===== src/rtl/hazard_stall_unit.sv =====
// hazard_stall_unit: ID-stage stall/bubble/flush/freeze control for a 5-stage MIPS pipeline.
// Ports: clk/reset; ID/EX/MEM register fields and control bits in; PCWrite, IFIDWrite,
// IDEXBubble, IFIDFlush, FreezeAll, HazardState, MemError out.
// Optional build macro HAZARD_PERF_EN adds PerfClear in and StallCycles[15:0] out.
module hazard_stall_unit #(
  parameter int unsigned MEM_TIMEOUT = 255,
  parameter int unsigned TO_W        = 16
) (
  input  logic       clk,
  input  logic       reset,
  input  logic [4:0] IFIDRS,
  input  logic [4:0] IFIDRT,
  input  logic       IFIDUsesRT,
  input  logic       IDBranch,
  input  logic       IDBranchTaken,
  input  logic       IDJump,
  input  logic [4:0] IDEXRT,
  input  logic [4:0] IDEXRD,
  input  logic       IDEXMemRead,
  input  logic       IDEXRegWrite,
  input  logic [4:0] EXMEMRD,
  input  logic       EXMEMMemRead,
  input  logic       EXMEMMemAccess,
  input  logic       MemReady,
`ifdef HAZARD_PERF_EN
  input  logic       PerfClear,
  output logic [15:0] StallCycles,
`endif
  output logic       PCWrite,
  output logic       IFIDWrite,
  output logic       IDEXBubble,
  output logic       IFIDFlush,
  output logic       FreezeAll,
  output logic [1:0] HazardState,
  output logic       MemError
);

  typedef enum logic [1:0] {
    RUN     = 2'b00,
    LDSTALL = 2'b01,
    BRSTALL = 2'b10,
    MEMWAIT = 2'b11
  } state_e;

  localparam logic [TO_W-1:0] TO_LIM = TO_W'(MEM_TIMEOUT);

  state_e          state_q, state_d;
  logic [TO_W-1:0] cnt_q, cnt_d;
  logic            err_q, err_d;

  logic memwait, loaduse, brhaz, redirect;

  // r0 is hardwired zero, so it never carries a dependency
  function automatic logic hit(input logic [4:0] a, input logic [4:0] b);
    return (a != 5'd0) && (a == b);
  endfunction

  assign memwait  = EXMEMMemAccess & ~MemReady;
  assign loaduse  = IDEXMemRead &
                    (hit(IDEXRT, IFIDRS) |
                     (IFIDUsesRT & hit(IDEXRT, IFIDRT)));
  assign brhaz    = IDBranch &
                    ((IDEXRegWrite &
                      (hit(IDEXRD, IFIDRS) | hit(IDEXRD, IFIDRT))) |
                     (EXMEMMemRead &
                      (hit(EXMEMRD, IFIDRS) | hit(EXMEMRD, IFIDRT))));
  assign redirect = (IDBranch & IDBranchTaken) | IDJump;

  always_comb begin
    PCWrite    = 1'b1;
    IFIDWrite  = 1'b1;
    IDEXBubble = 1'b0;
    IFIDFlush  = 1'b0;
    FreezeAll  = 1'b0;
    state_d    = RUN;
    if (memwait) begin
      PCWrite   = 1'b0;
      IFIDWrite = 1'b0;
      FreezeAll = 1'b1;
      state_d   = MEMWAIT;
    end else if (loaduse || brhaz) begin
      PCWrite    = 1'b0;
      IFIDWrite  = 1'b0;
      IDEXBubble = 1'b1;
      state_d    = loaduse ? LDSTALL : BRSTALL;
    end else if (redirect) begin
      IFIDFlush = 1'b1;
    end
    if (reset) begin
      PCWrite    = 1'b0;
      IFIDWrite  = 1'b0;
      IDEXBubble = 1'b1;
      IFIDFlush  = 1'b1;
      FreezeAll  = 1'b0;
      state_d    = RUN;
    end
  end

  // watchdog: counts consecutive wait cycles, saturating
  always_comb begin
    cnt_d = '0;
    err_d = err_q;
    if (memwait) begin
      cnt_d = (cnt_q == '1) ? cnt_q : cnt_q + 1'b1;
      if (cnt_q >= TO_LIM) err_d = 1'b1;
    end
  end

  always_ff @(posedge clk) begin
    if (reset) begin
      state_q <= RUN;
      cnt_q   <= '0;
      err_q   <= 1'b0;
    end else begin
      state_q <= state_d;
      cnt_q   <= cnt_d;
      err_q   <= err_d;
    end
  end

  assign HazardState = reset ? RUN : state_q;
  assign MemError    = reset ? 1'b0 : err_q;

`ifdef HAZARD_PERF_EN
  logic [15:0] stall_q;

  always_ff @(posedge clk) begin
    if (reset || PerfClear) begin
      stall_q <= '0;
    end else if (!PCWrite && stall_q != 16'hFFFF) begin
      stall_q <= stall_q + 16'd1;
    end
  end

  assign StallCycles = stall_q;
`endif

endmodule


===== config.mk =====
export PLATFORM = sky130hd
export DESIGN_NAME = hazard_stall_unit
export DESIGN_NICKNAME = d
export VERILOG_FILES = /design/src/rtl/hazard_stall_unit.sv
export SDC_FILE = /design/constraint.sdc
export NUM_CORES = 1
export LEC_CHECK = 0
export BUFFER_PORTS_ARGS = -buffer_cell sky130_fd_sc_hd__buf_2
export CORE_UTILIZATION = 50
export DETAILED_ROUTE_END_ITERATION = 12
export PLACE_DENSITY = 0.79
export SLEW_MARGIN = 20
export SYNTH_ARGS = -nofsm -noshare
export SYNTH_HDL_FRONTEND = slang
export SYNTH_SLANG_ARGS = --single-unit
export TNS_END_PERCENT = 50

===== constraint.sdc =====
create_clock -name clk -period 2.7 [get_ports clk]
set_clock_uncertainty 0.2 [all_clocks]
set_input_delay 0.54 -clock clk [delete_from_list [all_inputs] [get_ports clk]]
set_output_delay 0.54 -clock clk [all_outputs]
set_load 0.1 [all_outputs]

==> impl_results.md, run 1 <==
* Setup ws final at -0.0930 ns
* Syn Inst Count at 162
* PwrDens at 349 nW/um^2
* Yosys reg bits at 19
* Worst hold path endpoint: cnt_q[1]
* Die X at 54.7 um
* Clock slew at reported path FFs at 0.10 ns
* Top-count cell post-synth: xnor2_1
* Required @ worst endpoint at 1.96 ns
* Wire per inst at 13.4 um
* Initial antenna violation count at 0
* Clk root buf: clkbuf_4
* Static Leak at 0.756 nW
* Dominant cell type by area after synthesis: dfxtp_1
* Residual DRC at 0
* First-pass GRT wire length at 5.38 mm
* Max VDD drop at 328 uV
* Register Area at 380 um^2
* Min-Delay Path Class: flip-flop to flip-flop
* Number of flops mapped to enable cells by yosys at 0
* CTS tree: built
* Via Count at 1388
* IO Pins at 44
* Filler Cell Count at 204
* Share of the synthesized area in the top cell type at 0.274
* Die Height at 54.7 um
* Worst-path maximum fanout at 4
* RR Endpoint: cnt_q[0]
* Hold depth at 2
* Top post-synthesis cells by area: dfxtp_1 27%, xnor2_1 20%, xor2_1 3.8%
* All-Layer GR Usage at 0.252
* Synth async-reset ratio at 0
* Vias in the first global route at 1290
* Final GP Congestion at 0.935
* Initial DRC count at 18
* Failing checks: negative setup slack
* Max Cap Viol at 0
* Critical path data arrival time at 2.05 ns
* GR Overflow Total at 0
* Largest net degree at the start of global routing at 15
* FP Rows at 18
* Critical Path Max Stage Delay at 0.35 ns
* Worst Tran Pin Value at 0.497 ns
* Ys flop type: dfxtp_1
* Num CTS Buffers at 3
* Slew HR at 0.671
* Diodes inserted at 0
* Post-synth top cells: 31 x xnor2_1, 19 x dfxtp_1, 13 x nand2_1, 9 x nand3_1, 8 x nor2_1
* Total setup violations reported at the end of the flow at 4
* Unique masters post-synth at 43
* CP endpoint kind: output pin
* Worst-path cell chain: buf_6, or3_1, o311a_1, a22oi_2, and4_4, buf_12
* Post-layout minimum cycle time at 2.79 ns
* Antenna viol nets, final at 0
* Final period utilization at 1.03
* Clock tree sinks at 19
* Max clock buf depth at 2
* RSZ-0062 raised after global routing: yes
* Worst skew pair latency at 0.30 ns
* Max Clk Rate at 358 MHz
* Final hold violation count at 0
* Synth Net Count at 199
* Die footprint at 2990 um^2
* Final Net Count at 256
* Worst R2R Setup Slack at 0.86 ns
* Sequential area share after synthesis at 0.274
* FF-to-FF Start: cnt_q[6]
* Vias/cell at 5.60
* Min-delay src: cnt_q[1]
* Area growth syn-to-layout at 32.6%
* Core area at 2540 um^2
* DP HPWL at 2.69 mm
* Yosys warns at 0
* Total chip power at 0.642 mW
* Pre-antenna DRT Iters at 4
* DRT Wirelength at 3.32 mm
* Post-CTS Hold Buffers at 0
* WS Path Type: primary input to output pin
* H-tree Lvls at 1
* Multi-input gate area at 991 um^2
* IO Port Bufs at 43
* Outcome: finished, violations left
* Starting Density at 0.545
* Slowest cell on the critical path: or3_1
* Cell Area, Synth at 1390 um^2
* Max-slew violation count at 0
* Kind of launch point of the worst setup path: primary input
* Layout cells sized above 1 at 0.317
* Synthesized area per cell at 8.57 um^2
* Path depth of the worst reg2reg path at 5
* Setup TNS at -0.279 ns
## logic make-up after synthesis
group,count (synthesis),share of synthesized area
and+or+nand+nor,62,0.260
xor gates and xnor gates,37,0.234
AOI/OAI and AO/OA,36,0.192
DFF,19,0.274
buffers and inverters,6,0.0243
muxes,1,0.00721
adders and majority gates,1,0.00902
## sequential cells by signal (all words and copies together) (netlist names)
signal and cells:
err_q 1, state_q 2, cnt_q 16
## timing repair
action,4_1_cts,5_1_grt
setup endpoints to repair,4,4
pin swaps,3,3
resized for setup,4,2
setup buffers,0,2
## report_power, final
group          leakage (nW)  internal, mW  switching [mW]
clock network        0.0150        0.0576          0.0866
registers             0.153         0.282         0.00113
logic                 0.588        0.0973           0.117
total                 0.756         0.437           0.204
## layout make-up
type | count | share of cell area
tap | 30 | 0.0204
sequential | 19 | 0.207
clock buffer | 4 | 0.0143
timing repair buffer | 55 | 0.213
multi-input combinational | 137 | 0.538
inverter | 3 | 0.00680
## worst max path at each step
stage               start   endpoint  slack, ns  depth (start not counted)
2_1_floorplan   IDEXRD[0]    PCWrite      -0.20                          5
3_3_place_gp   EXMEMRD[0]  IFIDWrite      -0.14                          6
3_5_place_dp   EXMEMRD[0]    PCWrite      -0.17                          6
4_1_cts         IDEXRD[0]    PCWrite      -0.13                          6
5_1_grt         IDEXRD[0]  IFIDWrite      -0.14                          6
6_report        IDEXRD[0]  IFIDWrite      -0.09                          6
## cells in the final DEF (no fill, tap or decap), types with 2 or more instances in the layout
cell and n:
buf_2 36, xnor2_1 31, dfxtp_1 19, nand2_1 13, buf_4 12, nand3_1 9, nor2_1 8, xor2_1 6
and3_1 5, o31ai_1 5, buf_12 5, nor3_1 4, a21oi_1 4, o21ai_0 4, nor2b_1 3, nand2b_1 3
o22ai_1 3, o311a_1 3, o211ai_1 3, nor4_1 3, o21a_1 3, clkbuf_4 3, inv_1 2, or3_1 2
or4_1 2, nand4_1 2, and2_2 2, o211a_1 2, a31oi_1 2, buf_6 2
## critical path: cells and delay by family
kind / cells / cell delay (ns)
buffers and inverters: 2 / 0.27
AND/OR/NAND/NOR: 2 / 0.65
AO/OA/AOI/OAI: 2 / 0.59
## metal layers
layer,vias to the layer above,share of wire,global-route usage
met1,634,0.41,0.272
met3,4,0.033,0.0278
met2,42,0.55,0.486
met4,0,0.013,0.0983
met5,-,0,0
li1,708,-,-
## per-stage QoR
step | setup WS (ns) | instance area [um^2] | cells | utilization | hold WS, ns
finish | -0.0930 | 1840 | 248 | 0.723 | 0.277
global placement | -0.142 | 1770 | 242 | 0.696 | 0.254
detailed placement | -0.173 | 1770 | 242 | 0.696 | 0.265
global route | -0.137 | 1840 | 248 | 0.723 | 0.297
floorplan | -0.199 | 1420 | 162 | - | 0.244
CTS | -0.133 | 1820 | 246 | 0.714 | 0.279
(Power assumes the default switching activity.)
==> run 2, diff against run 1 <==
--- a/config.mk
+++ b/config.mk
@@ -7,7 +7,6 @@
 export LEC_CHECK = 0
 export BUFFER_PORTS_ARGS = -buffer_cell sky130_fd_sc_hd__buf_2
-export CORE_UTILIZATION = 50
+export CORE_UTILIZATION = 30
 export DETAILED_ROUTE_END_ITERATION = 12
-export PLACE_DENSITY = 0.79
 export SLEW_MARGIN = 20
 export SYNTH_ARGS = -nofsm -noshare
==> constraint.sdc (replaced) <==
create_clock -name clk -period 2.6 [get_ports clk]
set_clock_uncertainty 0.2 [all_clocks]
set_input_delay 0.13 -clock clk [delete_from_list [all_inputs] [get_ports clk]]
set_output_delay 0.13 -clock clk [all_outputs]
set_load 0.1 [all_outputs]
==> impl_results.md, run 2 (synthesized netlist as in run 1, its figures left out) <==
* Worst-path maximum fanout at 4 (unchanged)
* Largest registers: cnt_q: 16 flops, state_q: 2 flops, err_q: 1 flops
* Worst skew pair latency at 0.25 ns (-0.05 ns)
* Path depth of the worst reg2reg path at 5 (unchanged)
* Clock tree sinks at 19 (unchanged)
* WS Path Type: primary input to output pin
* Via Count at 1309 (-5.7%)
* Die X at 70.0 um (+28%)
* Area growth syn-to-layout at 24.9%
* CTS tree: built
* Pre-antenna DRT Iters at 4 (unchanged)
* IO Pins at 44 (unchanged)
* Worst hold path endpoint: state_q[0]
* IO Port Bufs at 43 (unchanged)
* RSZ-0062 raised after global routing: no
* Starting Density at 0.314 (-0.231)
* FF-to-FF Start: cnt_q[6]
* Top reg by flops: cnt_q
* RR Endpoint: cnt_q[0]
* DP HPWL at 2.52 mm (-6.4%)
* First-pass GRT wire length at 5.39 mm (+0.24%)
* Net Sw Power at 0.205 mW (+0.32%)
* Initial antenna violation count at 0 (unchanged)
* Vias/cell at 5.02 (-10%)
* Worst-path cell chain: buf_2, or3_1, o311a_1, a22oi_2, and4_1, buf_2
* Worst R2R Setup Slack at 0.72 ns (-0.14 ns)
* Die Height at 70.0 um (+28%)
* Hold depth at 3 (+1)
* Critical Path Max Stage Delay at 0.43 ns (+0.08 ns)
* Max-slew violation count at 0 (unchanged)
* Worst Tran Pin Value at 0.488 ns (-0.00857 ns)
* CP Buf/Inv Count at 2 (unchanged)
* Static Leak at 0.686 nW (-9.3%)
* Antenna viol nets, final at 0 (unchanged)
* Outcome: finished, final reports clean
* Final period utilization at 0.874
* Most frequent CP cell: buf_2
* Wire per inst at 12.0 um (-11%)
* Vias in the first global route at 1206 (-6.5%)
* DRT Wirelength at 3.13 mm (-5.8%)
* Most common cell after layout, fill and taps aside: buf_2
* Switching Fraction at 0.302 (-0.0165)
* CP delay by family, top: compound AO/OA/AOI/OAI gates
* Clock group share of total power at 0.294 (+0.069)
* Initial DRC count at 68 (+50)
* Slowest cell on the critical path: buf_2
* Total setup violations reported at the end of the flow at 0 (-4)
* Max Clk Rate at 440 MHz
* Die footprint at 4900 um^2 (+64%)
* Max Cap Viol at 0 (unchanged)
* Layout cells sized above 1 at 0.268 (-0.0486)
* Placed Cells at 255 (+5.4%)
* All-Layer GR Usage at 0.130 (-0.122)
* Required @ worst endpoint at 2.27 ns (+0.31 ns)
* Max clock buf depth at 2 (unchanged)
* Critical path data arrival time at 1.94 ns (-0.11 ns)
* Most frequent cells in the layout: 43 x buf_2, 31 x xnor2_1, 19 x dfxtp_1
* Num CTS Buffers at 3 (unchanged)
* Post-place setup slack at 0.325 ns (+0.498 ns)
* Largest net degree at the start of global routing at 15 (unchanged)
* FP Rows at 24 (+6)
* Min-delay src: EXMEMMemAccess
* H-tree Lvls at 1 (unchanged)
* Internal at 0.474 mW (+8.4%)
* Kind of launch point of the worst setup path: primary input
* CP endpoint kind: output pin
* GR Overflow Total at 0 (unchanged)
* Reg power frac at 0.433 (-0.009)
* Combinational power share at 0.273 (-0.060)
* Slew HR at 0.677 (+0.00568)
* Post-layout minimum cycle time at 2.27 ns
* Residual DRC at 0 (unchanged)
* Core area at 4410 um^2 (+73%)
* Final core utilization at 0.393 (-0.331)
* Resize count post-CTS at 0 (-4)
* Final GP Congestion at 0.855 (-8.5%)
* Final Net Count at 247 (-3.5%)
* Clk root buf: clkbuf_8
* PwrDens at 392 nW/um^2 (+12%)
* Non-Filler Instances at 261 (+5.2%)
* Setup ws final at 0.326 ns (+0.419 ns)
* Final hold violation count at 0 (unchanged)
* Clock slew at reported path FFs at 0.06 ns (-0.04 ns)
* Diodes inserted at 0 (unchanged)
* Max VDD drop at 169 uV (-48%)
* Min-Delay Path Class: primary input to flip-flop
* Max FFs per register at 16 (unchanged)
[run 2: worst max-delay path by stage]
stage	from	endpoint	slack [ns]	cells after the start
after floorplan	IDEXRD[0]	PCWrite	-0.09	5
final	IDEXRD[0]	PCWrite	0.33	6
after CTS	IDEXRD[0]	IFIDWrite	0.32	6
after global placement	IDEXRD[0]	IFIDWrite	0.34	6
after detailed placement	IDEXRD[0]	PCWrite	0.32	6
after global routing	reset	IDEXBubble	0.21	7
[run 2: layout make-up]
| cell class | instances | area [um^2] |
|---|---|---|
| Fill cell | 451 | 2680 |
| Multi-Input combinational cell | 137 | 988 |
| Sequential cell | 19 | 380 |
| Timing Repair Buffer | 46 | 243 |
| Tap cell | 52 | 65.1 |
| Clock buffer | 4 | 45.0 |
| Inverter | 3 | 11.3 |
[run 2: power by group through the flow]
| stage | sequential [mW] | clock [mW] | combinational (mW) |
|---|---|---|---|
| final | 0.294 | 0.199 | 0.185 |
| after CTS | 0.294 | 0.207 | 0.186 |
| after floorplan | 0.301 | 0 | 0.124 |
| after global routing | 0.295 | 0.220 | 0.199 |
| after detailed placement | 0.301 | 0 | 0.184 |
| after global placement | 0.301 | 0 | 0.183 |
[run 2: per-layer routing]
layer	track usage	routed length (um)	vias to the layer above
met5	0	0	-
met4	0.0267	27	0
met3	0.0202	152	5
met2	0.219	1420	45
met1	0.175	1520	574
li1	-	-	685
[run 2: what timing repair did]
| action | 4_1_cts | 5_1_grt |
|---|---|---|
| setup buffers | 0 | 0 |
| hold buffers | 2 | 0 |
| hold endpoints to repair | 2 | 0 |
| endpoints found under the setup margin | 0 | 0 |
[run 2: worst reg2reg max path, stage by stage, from the launching register on]
cell and delay, ns:
dfxtp_1 0.37, and2_2 0.24, nand4_4 0.25, or3_4 0.50, xnor2_1 0.16, nor2_1 0.05
[run 2: metrics by stage]
| step | total power [mW] | hold WS (ns) | cell area (um^2) | TNS (ns) |
|---|---|---|---|---|
| final | 0.679 | 0.0149 | 1730 | 0 |
| after global routing | 0.714 | 0.0314 | 1730 | 0 |
| after CTS | 0.687 | 0.00866 | 1730 | 0 |
| after detailed placement | 0.485 | 0.196 | 1670 | 0 |
| after global placement | 0.484 | 0.194 | 1670 | 0 |
| after floorplan | 0.425 | -0.000934 | 1400 | -0.0923 |
==> run 3, diff against run 2 <==
--- a/config.mk
+++ b/config.mk
@@ -7,5 +7,7 @@
 export LEC_CHECK = 0
 export BUFFER_PORTS_ARGS = -buffer_cell sky130_fd_sc_hd__buf_2
+export CORE_MARGIN = 4
 export CORE_UTILIZATION = 30
+export CTS_CLUSTER_SIZE = 16
 export DETAILED_ROUTE_END_ITERATION = 12
 export SLEW_MARGIN = 20
==> constraint.sdc (replaced) <==
create_clock -name clk -period 2.6 [get_ports clk]
set_clock_uncertainty 0.2 [all_clocks]
set_input_delay 0 -clock clk [delete_from_list [all_inputs] [get_ports clk]]
set_output_delay 0 -clock clk [all_outputs]
set_load 0.1 [all_outputs]
==> impl_results.md, run 3 (synthesized netlist as in run 1, its figures left out) <==
* Die footprint at 5780 um^2 (+18%)
* Wire per inst at 12.4 um (+3.7%)
* DP HPWL at 2.67 mm (+6.0%)
* Area growth syn-to-layout at 25.8%
* Final period utilization at 0.770 (-0.105)
* IO Pins at 44 (unchanged)
* Worst skew pair latency at 0.25 ns (about the same)
* Most frequent cells in the layout: 43 x buf_2, 31 x xnor2_1, 19 x dfxtp_1
* Final hold violation count at 0 (unchanged)
* Die X at 76.0 um (+8.6%)
* DRT Wirelength at 3.27 mm (+4.5%)
* Clk root buf: clkbuf_8
* Combinational power share at 0.273 (about the same)
* GR Overflow Total at 0 (unchanged)
* Largest registers: cnt_q: 16 flops, state_q: 2 flops, err_q: 1 flops
* Vias/cell at 5.11 (+1.8%)
* Initial DRC count at 51 (-25%)
* Worst-path maximum fanout at 8 (+4)
* Top reg by flops: cnt_q
* Internal at 0.472 mW (-0.37%)
* Diodes inserted at 0 (unchanged)
* Num CTS Buffers at 3 (unchanged)
* Antenna viol nets, final at 0 (unchanged)
* First-pass GRT wire length at 5.75 mm (+6.7%)
* Final core utilization at 0.395 (+0.00283)
* Slew HR at 0.677 (about the same)
* Min-Delay Path Class: primary input to flip-flop
* Setup TNS at 0 ns (unchanged)
* Worst Tran Pin Value at 0.489 ns (+0.000419 ns)
* Reg power frac at 0.431 (-0.002)
* WS Path Type: primary input to output pin
* Max clock buf depth at 2 (unchanged)
* Max Clk Rate at 500 MHz (+14%)
* Residual DRC at 0 (unchanged)
* Static Leak at 0.700 nW (+2.1%)
* Total setup violations reported at the end of the flow at 0 (unchanged)
* Kind of launch point of the worst setup path: primary input
* Required @ worst endpoint at 2.40 ns (+0.13 ns)
* Layout cells sized above 1 at 0.270 (+0.00220)
* Initial antenna violation count at 0 (unchanged)
* H-tree Lvls at 1 (unchanged)
* Clock group share of total power at 0.295 (about the same)
* Hold WS at 0.138 ns (+0.123 ns)
* CTS tree: built
* Starting Density at 0.314 (unchanged)
* Max FFs per register at 16 (unchanged)
* Max VDD drop at 208 uV (+23%)
* Vias in the first global route at 1310 (+8.6%)
* Outcome: finished, final reports clean
* RSZ-0062 raised after global routing: no
* Clock slew at reported path FFs at 0.07 ns (about the same)
* IO Port Bufs at 43 (unchanged)
* Critical path data arrival time at 1.80 ns (-0.14 ns)
* All-Layer GR Usage at 0.116 (-0.0143)
* Most common cell after layout, fill and taps aside: buf_2
* Clock tree sinks at 19 (unchanged)
* Post-layout minimum cycle time at 2.00 ns (-0.272 ns)
* Switching Fraction at 0.308 (+0.00584)
* Pre-antenna DRT Iters at 4 (unchanged)
* PwrDens at 391 nW/um^2 (-0.25%)
* Max Cap Viol at 0 (unchanged)
* Final GP Congestion at 0.887 (+3.8%)
* Largest net degree at the start of global routing at 15 (unchanged)
* FP Rows at 24 (unchanged)
* Via Count at 1343 (+2.6%)
* Max-slew violation count at 0 (unchanged)
* Net Sw Power at 0.210 mW (+2.4%)
* Core area at 4410 um^2 (unchanged)
* CP endpoint kind: output pin
* Die Height at 76.0 um (+8.6%)
* Final Net Count at 249 (+0.81%)
==> run 3: cell count changes in the layout (fill, tap and decap cells not counted) <==
cell,previous run,this run
a31oi_4,1,0
clkbuf_1,1,0
clkinv_2,0,1
a31oi_2,0,1
dlygate4sd3_1,2,4
==> run 3: through the flow <==
stage	cell area (um^2)	cells	total power, mW	setup WS, ns
floorplan	1390	162	0.423	0.0937
global placement	1660	255	0.484	0.658
detailed placement	1660	255	0.484	0.659
CTS	1750	263	0.695	0.602
global route	1750	263	0.718	0.477
finish	1750	263	0.682	0.599
==> run 3: layer usage <==
| metal | GRT usage | share of wire | up-vias |
|---|---|---|---|
| li1 | - | - | 696 |
| met2 | 0.193 | 0.46 | 47 |
| met5 | 0 | 0 | - |
| met4 | 0.0320 | 0.014 | 0 |
| met3 | 0.0248 | 0.062 | 6 |
| met1 | 0.149 | 0.46 | 594 |
==> run 3: area by class of cell <==
class / instances / area [um^2]
multi-input cells: 137 / 980
inverters: 3 / 11.3
clock inverters: 1 / 5.00
well taps: 52 / 65.1
repair buffers: 48 / 263
flip-flops and latches: 19 / 380
clock buffers: 3 / 41.3
fillers: 463 / 2670
==> run 3: worst max-delay path: stages <==
cell and delay (ns):
dlygate4sd3_1 0.53, buf_2 0.17, inv_1 0.09, nand2b_1 0.10
clkinv_1 0.24, a31oi_2 0.22, buf_2 0.45
==> run 3: power by group through the flow <==
stage | registers, mW | logic [mW] | clock network (mW)
6_report | 0.294 | 0.186 | 0.201
5_1_grt | 0.294 | 0.201 | 0.223
4_1_cts | 0.294 | 0.188 | 0.214
3_5_place_dp | 0.301 | 0.183 | 0
3_3_place_gp | 0.301 | 0.183 | 0
2_1_floorplan | 0.301 | 0.122 | 0
==> run 3: what timing repair did <==
action	in CTS	in global routing
setup buffers	0	0
resized for setup	0	0
setup endpoints to repair	0	0
endpoints found under the hold margin	3	0
hold buffers	4	0
==> run 3: path summary, 6_finish.rpt <==
kind                end  slack (ns)  depth (start not counted)    startpoint
max          IDEXBubble        0.60                          7         reset
min          state_q[1]        0.14                          4  EXMEMMemRead
max reg2reg    cnt_q[0]        0.78                          5      cnt_q[8]
min reg2reg    cnt_q[1]        0.27                          2      cnt_q[1]
